[src/rtl/encoder83_pkg.sv]
// Shared types and helpers for the 8-to-3 debounced encoder.
package encoder83_pkg;

    typedef enum logic [1:0] {
        S_IDLE,
        S_DB,
        S_HELD,
        S_REL
    } state_t;

    localparam logic OPT_ACT_HIGH = 1'b1;
    localparam logic OPT_ACT_LOW  = 1'b0;

    typedef struct packed {
        logic       any;
        logic [2:0] code;
        logic       multi;
    } cand_t;

    // Lowest set index wins; act & (act-1) clears the lowest bit, so nonzero means two or more.
    function automatic cand_t prio_enc8(input logic [7:0] act);
        cand_t c;
        c.any   = |act;
        c.multi = (act & (act - 8'd1)) != 8'd0;
        c.code  = 3'd0;
        for (int i = 7; i >= 0; i--) begin
            if (act[i]) begin
                c.code = 3'(i);
            end
        end
        return c;
    endfunction

endpackage

[src/rtl/encoder83_debounce_line_sync.sv]
// Two-flop synchroniser for a bus of asynchronous lines; reset loads a caller-chosen idle pattern.
module line_sync #(
    parameter int W = 8
) (
    input  logic         clk,
    input  logic         rst_n,
    input  logic [W-1:0] rst_val,
    input  logic [W-1:0] d,
    output logic [W-1:0] q
);

    logic [W-1:0] meta_reg;
    logic [W-1:0] sync_reg;

    always_ff @(posedge clk) begin
        if (!rst_n) begin
            meta_reg <= rst_val;
            sync_reg <= rst_val;
        end else begin
            meta_reg <= d;
            sync_reg <= meta_reg;
        end
    end

    assign q = sync_reg;

endmodule

[src/rtl/encoder83_debounce.sv]
// Synchronise, priority-encode and debounce eight key lines; present a stable code with req/ack events.
module encoder83_debounce
    import encoder83_pkg::*;
#(
    parameter int DEBOUNCE_CYCLES = 20000,
    parameter int CNT_W           = 16
) (
    input  logic       i_clk,
    input  logic       i_rst_n,
    input  logic       i_opt,
    input  logic [7:0] i_lines,
    input  logic       i_ack,
    output logic [2:0] o_code,
    output logic       o_valid,
    output logic       o_multi,
    output logic       o_req,
    output logic       o_overrun
);

    localparam logic [CNT_W-1:0] CNT_MAX = CNT_W'(DEBOUNCE_CYCLES - 1);

    logic [7:0] sync2;
    logic [7:0] act;
    cand_t      cand;
    cand_t      latched;

    state_t           state_reg, state_next;
    logic [CNT_W-1:0] cnt_reg, cnt_next;
    cand_t            last_reg, last_next;
    logic [2:0]       code_reg, code_next;
    logic             multi_reg, multi_next;
    logic             valid_reg, valid_next;
    logic             req_reg, req_next;
    logic             overrun_reg, overrun_next;
    logic             accept;

    line_sync #(.W(8)) u_sync (
        .clk     (i_clk),
        .rst_n   (i_rst_n),
        .rst_val ({8{~i_opt}}),
        .d       (i_lines),
        .q       (sync2)
    );

    assign act     = (i_opt == OPT_ACT_HIGH) ? sync2 : ~sync2;
    assign cand    = prio_enc8(act);
    assign latched = {1'b1, code_reg, multi_reg};

    always_comb begin
        state_next = state_reg;
        cnt_next   = cnt_reg;
        last_next  = last_reg;
        code_next  = code_reg;
        multi_next = multi_reg;
        valid_next = valid_reg;
        accept     = 1'b0;

        case (state_reg)
            S_IDLE: begin
                if (cand.any) begin
                    state_next = S_DB;
                    cnt_next   = '0;
                    last_next  = cand;
                end
            end
            S_DB: begin
                if (cand != last_reg) begin
                    cnt_next  = '0;
                    last_next = cand;
                    if (!cand.any) begin
                        state_next = S_IDLE;
                    end
                end else if (cnt_reg == CNT_MAX) begin
                    state_next = S_HELD;
                    code_next  = cand.code;
                    multi_next = cand.multi;
                    valid_next = 1'b1;
                    accept     = 1'b1;
                end else begin
                    cnt_next = cnt_reg + 1'b1;
                end
            end
            S_HELD: begin
                if (cand != latched) begin
                    state_next = S_REL;
                    cnt_next   = '0;
                    last_next  = cand;
                end
            end
            S_REL: begin
                // Returning to the accepted key before the window ends is a bounce, not a new press.
                if (cand == latched) begin
                    state_next = S_HELD;
                end else if (cand != last_reg) begin
                    cnt_next  = '0;
                    last_next = cand;
                end else if (cnt_reg == CNT_MAX) begin
                    valid_next = 1'b0;
                    cnt_next   = '0;
                    state_next = cand.any ? S_DB : S_IDLE;
                end else begin
                    cnt_next = cnt_reg + 1'b1;
                end
            end
            default: begin
                state_next = S_IDLE;
                cnt_next   = '0;
            end
        endcase
    end

    // An acceptance always leaves an event pending; it only overruns if the old one was neither acked nor consumed.
    always_comb begin
        req_next     = req_reg;
        overrun_next = 1'b0;
        if (accept) begin
            req_next     = 1'b1;
            overrun_next = req_reg & ~i_ack;
        end else if (req_reg && i_ack) begin
            req_next = 1'b0;
        end
    end

    always_ff @(posedge i_clk) begin
        if (!i_rst_n) begin
            state_reg   <= S_IDLE;
            cnt_reg     <= '0;
            last_reg    <= '0;
            code_reg    <= 3'd0;
            multi_reg   <= 1'b0;
            valid_reg   <= 1'b0;
            req_reg     <= 1'b0;
            overrun_reg <= 1'b0;
        end else begin
            state_reg   <= state_next;
            cnt_reg     <= cnt_next;
            last_reg    <= last_next;
            code_reg    <= code_next;
            multi_reg   <= multi_next;
            valid_reg   <= valid_next;
            req_reg     <= req_next;
            overrun_reg <= overrun_next;
        end
    end

    assign o_code    = code_reg;
    assign o_valid   = valid_reg;
    assign o_multi   = multi_reg;
    assign o_req     = req_reg;
    assign o_overrun = overrun_reg;

endmodule

[config.mk]
export PLATFORM = sky130hd
export DESIGN_NAME = encoder83_debounce
export DESIGN_NICKNAME = d
export VERILOG_FILES = /design/src/rtl/encoder83_pkg.sv /design/src/rtl/encoder83_debounce_line_sync.sv /design/src/rtl/encoder83_debounce.sv
export SDC_FILE = /design/constraint.sdc
export NUM_CORES = 1
export LEC_CHECK = 0
export CORE_MARGIN = 2
export CORE_UTILIZATION = 47
export CTS_CLUSTER_DIAMETER = 100
export DETAILED_ROUTE_END_ITERATION = 10
export GPL_TIMING_DRIVEN = 0
export PLACE_DENSITY = 0.77
export SLEW_MARGIN = 20
export SYNTH_ARGS = -nofsm -noshare
export SYNTH_HDL_FRONTEND = slang
export SYNTH_HIERARCHICAL = 1
export SYNTH_SLANG_ARGS = --single-unit
[constraint.sdc]
create_clock -name i_clk -period 5.25 [get_ports i_clk]
set_clock_uncertainty 0.05 [all_clocks]
set_input_delay 0.525 -clock i_clk [delete_from_list [all_inputs] [get_ports i_clk]]
set_output_delay 0.525 -clock i_clk [all_outputs]
set_load 0.01 [all_outputs]
# Word level (Yosys, flattened, before mapping)
# Cells that the tools add are included.
word_totals:
  regBits: 46
  inputBits: 12
  out_inout_bits: 7
  elab_cells: 96
classes:
  add_sub_neg: 2
  eq_ne: 19
  muxes: 45
  bitwise_logic: 6
  n_reduce_logical: 12
op_table:
  columns: ["cell", "n"]
  rows:
  - ["$mux W16", 7]
  - ["$pmux W16 S4", 1]
  - ["$mux W3", 8]
  - ["$mux W8", 3]
  - ["$mux W5", 4]
  - ["$pmux W5 S4", 1]
  - ["$add A16 B1 Y16 const B", 1]
  - ["$eq A16 B15 Y1 const B", 1]
  - ["$mux W2", 8]
  - ["$ne A3 B3 Y1 const B", 5]
  - ["$ne A2 B2 Y1 const B", 7]
  - ["$reduce_and A6 Y1", 2]
  - ["$mux W1", 11]
  - ["$ne A5 B5 Y1", 2]
  - ["$and A8 B8 Y8", 1]
  - ["$not A8 Y8", 1]
  - ["$pmux W2 S4", 1]
  - ["$reduce_bool A8 Y1", 1]
  - ["$reduce_or A8 Y1", 1]
  - ["$sub A8 B1 Y8 const B", 1]
  - ["$reduce_and A3 Y1", 2]
  - ["$eq A5 B5 Y1", 1]
  - ["$eq A2 B2 Y1 const B", 2]
  - ["$reduce_and A4 Y1", 1]
  - ["8 further kinds", 11]

# Longest topological paths before layout
logic_depth:
  ltp_word: 14
  mapped_depth: 12
  mapped_depth_nobuf: 9

# Modules after synthesis
# Netlist, hierarchy kept.
modules_own_cells:
  columns: ["module", "instances", "cells_per_inst", "area_each_um2", "seq_area_each_um2"]
  rows:
  - ["encoder83_debounce", 1, 279, 2278.4, 600.6]
  - ["line_sync", 1, 34, 569.3, 320.3]

# Least setup slack after synthesis
# OpenSTA, ideal clock, no wires.
synth_path:
  kind: "input port to flip-flop"
  start: "in i_opt"
  end: "reg cnt_reg[5]"
  arrival_time_ps: 2664
  required_time_ps: 5118
  slack_ps: 2453
  path_stages: 9
  n_path_buf: 1
  path_cell_list: "or4b_4 -> mux2i_4 -> nand2_2 -> o311a_4 -> nor4b_4 -> nand2_2 -> buf_6 -> or3_1 -> o221ai_1"
synth_between:
  elab_chain_cells: 13
  word_cells_on_any_way: 25
  cone_classes: "add/sub (1); eq/ne (7); mux (13); bitwise (1); reduce/logical (3)"
synth_lines:
  columns: ["item", "line", "source"]
  rows:
  - ["start, declared", "encoder83_debounce.sv:10", "input logic i_opt,"]
  - ["$mux W8 (*)", "encoder83_debounce.sv:45", "assign act = (i_opt == OPT_ACT_HIGH) ? sync2 : ~sync2;"]
  - ["branches (longest 12 deep; another with $sub A8 B1 Y8)", null, null]
  - ["end signal, assigned", "encoder83_debounce.sv:136", "cnt_reg <= cnt_next;"]
  - ["end, declared", "encoder83_debounce.sv:28", "logic [CNT_W-1:0] cnt_reg, cnt_next;"]
# Mark *: on every way between the ends. The select of a mux whose other input is x is not followed.
# A chain may end at the register's enable or synchronous reset.

# Worst setup path after layout
layout_path:
  start: "in i_opt"
  end: "reg cnt_reg[0]"
# Same word-level chain as after synthesis.

==> reports/summary.txt <==
Post-detailed-placement half-perimeter wirelength = 4.57 mm
Number of top-level pins = 19
Fraction of layout cells with a size suffix above 1 = 0.153
Vertical extent of the die = 81.8 um
Final clock period utilization by the worst path = 0.658
Worst r2r path cells = 9
Met3 Use GR = 0.0429
Final period demand of the worst path = 3460 ps
Initial drt markers = 175
Post-synthesis cell count = 313
Startpoint of the most critical register-to-register path = u_sync/q[0]$_DFF_P_
Mapped Avg Cell Area = 9.10 um^2
Post-synthesis sequential area ratio = 0.323
Root buffer selected by CTS = clkbuf_8
CP bufs+invs = 1
Via count of the first global-routing pass = 2315
FF-to-FF End = cnt_reg[0]$_SDFFE_PN0P_
Residual DRC = 0
Number of nets with antenna violations after detailed routing = 0
TritonCTS Buffers = 5
Sequential cell area in the final layout = 921 um^2
Smallest hold slack = 409 ps
Class of the worst hold path = register to register
Layout Cell Area excl Fill = 0.00322 mm^2
Total Wirelength = 6.38 mm
TritonCTS sink count = 46
Layout area overhead = 12.9%
Relative max-transition margin = 0.605
Post-layout utilization of the core = 0.546
Beginning of the critical path = i_opt
IR drop worst, VDD = 0.176 mV
Largest driver fanout on the critical path = 9
CTS hold repair buffers = 0
Seq cells post-synth = 46
Global placer's final weighted congestion = 0.925
Clock tree from TritonCTS = yes
Max frequency = 289 MHz
Yosys top cell by area = dfxtp_1
Total number of vias = 2495
Number of flip-flops under the largest register name = 16
Number of diodes = 0
Synth warnings = 6
Count of final hold-check violations = 0
Number of gates given a new drive strength after cts = 0
Static leakage = 1.28 nW
Fraction of registers with async set/reset = 0
Die Wd = 81.8 um
Kind of capture point of the worst setup path = register
Nets = 351
Measured slew at the worst slew-check pin = 593 ps
Critical path destination = cnt_reg[0]$_SDFFE_PN0P_
Synth cell count leaders = dfxtp_1 (46), nor2_1 (22), nand2_1 (21)
Global-route wire length before repair = 10.8 mm
Effective utilization at floorplan = 0.484
Number of setup buffers added after CTS = 0
Post-synth EDFFs = 0
Maximum single-stage delay on the critical path = 550 ps
Family of cells with the greatest summed delay on the critical path = simple AND/OR/NAND/NOR gates
Port Buffers = 18
Pin count of the biggest net entering global routing = 21
Number of distinct library cells after synthesis = 72
Max-capacitance violation count = 0
Setup TNS after final layout = 0 ps
TritonRoute pass-1 iters = 4
DR WL/cell = 15.4 um
Most used standard cell by instance count after synthesis = dfxtp_1
Buffers from clock root to sink, at most = 2
Mapped Area = 0.00285 mm^2
Multi-input logic area = 0.00174 mm^2
Worst-skew pair later-pin latency = 310 ps
Total global routing track utilization = 0.207
Cell with the most instances on the worst path = nand2_2
Number of vias per cell after detailed routing = 6.03
Main flop type after synthesis = dfxtp_1
Biggest area contributors in the synthesized netlist = dfxtp_1 (32%), mux2_4 (5.3%), mux2i_1 (4.2%)
Area of the core = 0.00589 mm^2
Area share of the leading cell type in the synthesized netlist = 0.323
Status = finished clean
Number of pins exceeding their max-slew limit in the final report = 0
Arrival time at the worst endpoint = 3640 ps
Clk pin slew, worst setup/hold paths = 100 ps
Met2 track demand over resource = 0.324
R2R setup slack = 1990 ps
Slowest stage cell on the critical path = clkdlybuf4s50_1
FILL cells = 542
Unrepaired setup endpoints after global routing = no
Number of rows created at floorplan = 28
Grt met1 use = 0.270
Count of final setup violators = 0
Post-layout power = 0.759 mW
Grt total ovfl = 0
Number of antenna violations at the first check in global routing = 0
H-tree level count = 2
Setup CP Type = input port to register
Die Outline Area = 0.00670 mm^2
Req. time, crit path = 5430 ps
PwrDens = 236 mW/mm^2
Most used routing layer = met2
Count of cell instances traversed by the critical path = 9
Placed instance area = 0.00312 mm^2
CP Cell Sequence = clkdlybuf4s50_1, nor3b_1, o2bb2ai_1, nand2_2, o311a_4, nor4b_4, nand2_2, and2_4, a211oi_2
Net count of the mapped netlist = 326
Type of element launching the critical path = input port
cell families (layout without fill, tap and decap cells):
group	count (synthesis)	in the layout	synth area share
simple gates	131	131	0.264
compound gates	73	73	0.203
flops	46	46	0.323
mux	30	30	0.130
buf+inv	29	55	0.0646
fa+ha+maj	3	3	0.0114
xor+xnor	1	1	0.00308
routing by layer:
| metal | routed length (um) | share of wire |
|---|---|---|
| met1 | 3030 | 0.47 |
| met4 | 172 | 0.027 |
| met2 | 2890 | 0.45 |
| met5 | 0 | 0 |
| met3 | 288 | 0.045 |
worst register-to-register path: cells and delay by family, from the launching register on:
kind	cells	cell delay, ps
AND/OR/NAND/NOR	5	1380
flip-flops	1	360
buffers and inverters	1	370
AO/OA/AOI/OAI	3	1020
worst min path at each step:
stage	startpoint	end	slack, ps	cells past startpoint
final	u_sync/meta_reg[7]$_DFF_P_	u_sync/q[7]$_DFF_P_	410	1
after global routing	u_sync/meta_reg[4]$_DFF_P_	u_sync/q[4]$_DFF_P_	430	1
after CTS	u_sync/meta_reg[1]$_DFF_P_	u_sync/q[1]$_DFF_P_	420	1
after detailed placement	u_sync/meta_reg[7]$_DFF_P_	u_sync/q[7]$_DFF_P_	390	1
after global placement	u_sync/meta_reg[5]$_DFF_P_	u_sync/q[5]$_DFF_P_	390	1
after floorplan	u_sync/meta_reg[5]$_DFF_P_	u_sync/q[5]$_DFF_P_	380	1
per-stage QoR:
step / std cells / worst slack, ps
2_1_floorplan: 313 / 2450
3_3_place_gp: 406 / 1570
3_5_place_dp: 406 / 1530
4_1_cts: 414 / 1840
5_1_grt: 414 / 1550
6_report: 414 / 1790
power by group:
group,switching [mW],internal [mW]
Sequential,0.0111,0.364
Clock,0.136,0.0963
Combinational,0.0799,0.0711
cell usage in the layout, fill, tap and decap left out, drive strengths merged, types with 8 or more instances in the layout:
cell           count
and3              12
buf               12
clkbuf            14
clkdlybuf4s50     18
dfxtp             46
inv                9
mux2              17
mux2i             13
nand2             24
nand3             10
nand4              8
nor2              22
nor3              15
o21ai             14
cell type report:
type / count / share of cell area
inverter: 8 / 0.00934
sequential: 46 / 0.286
timing repair buffer: 18 / 0.0560
multi-input combinational: 238 / 0.542
buffer: 21 / 0.0479
clock inverter: 3 / 0.00778
tap: 75 / 0.0292
clock buffer: 5 / 0.0214
(Power assumes the default switching activity.)
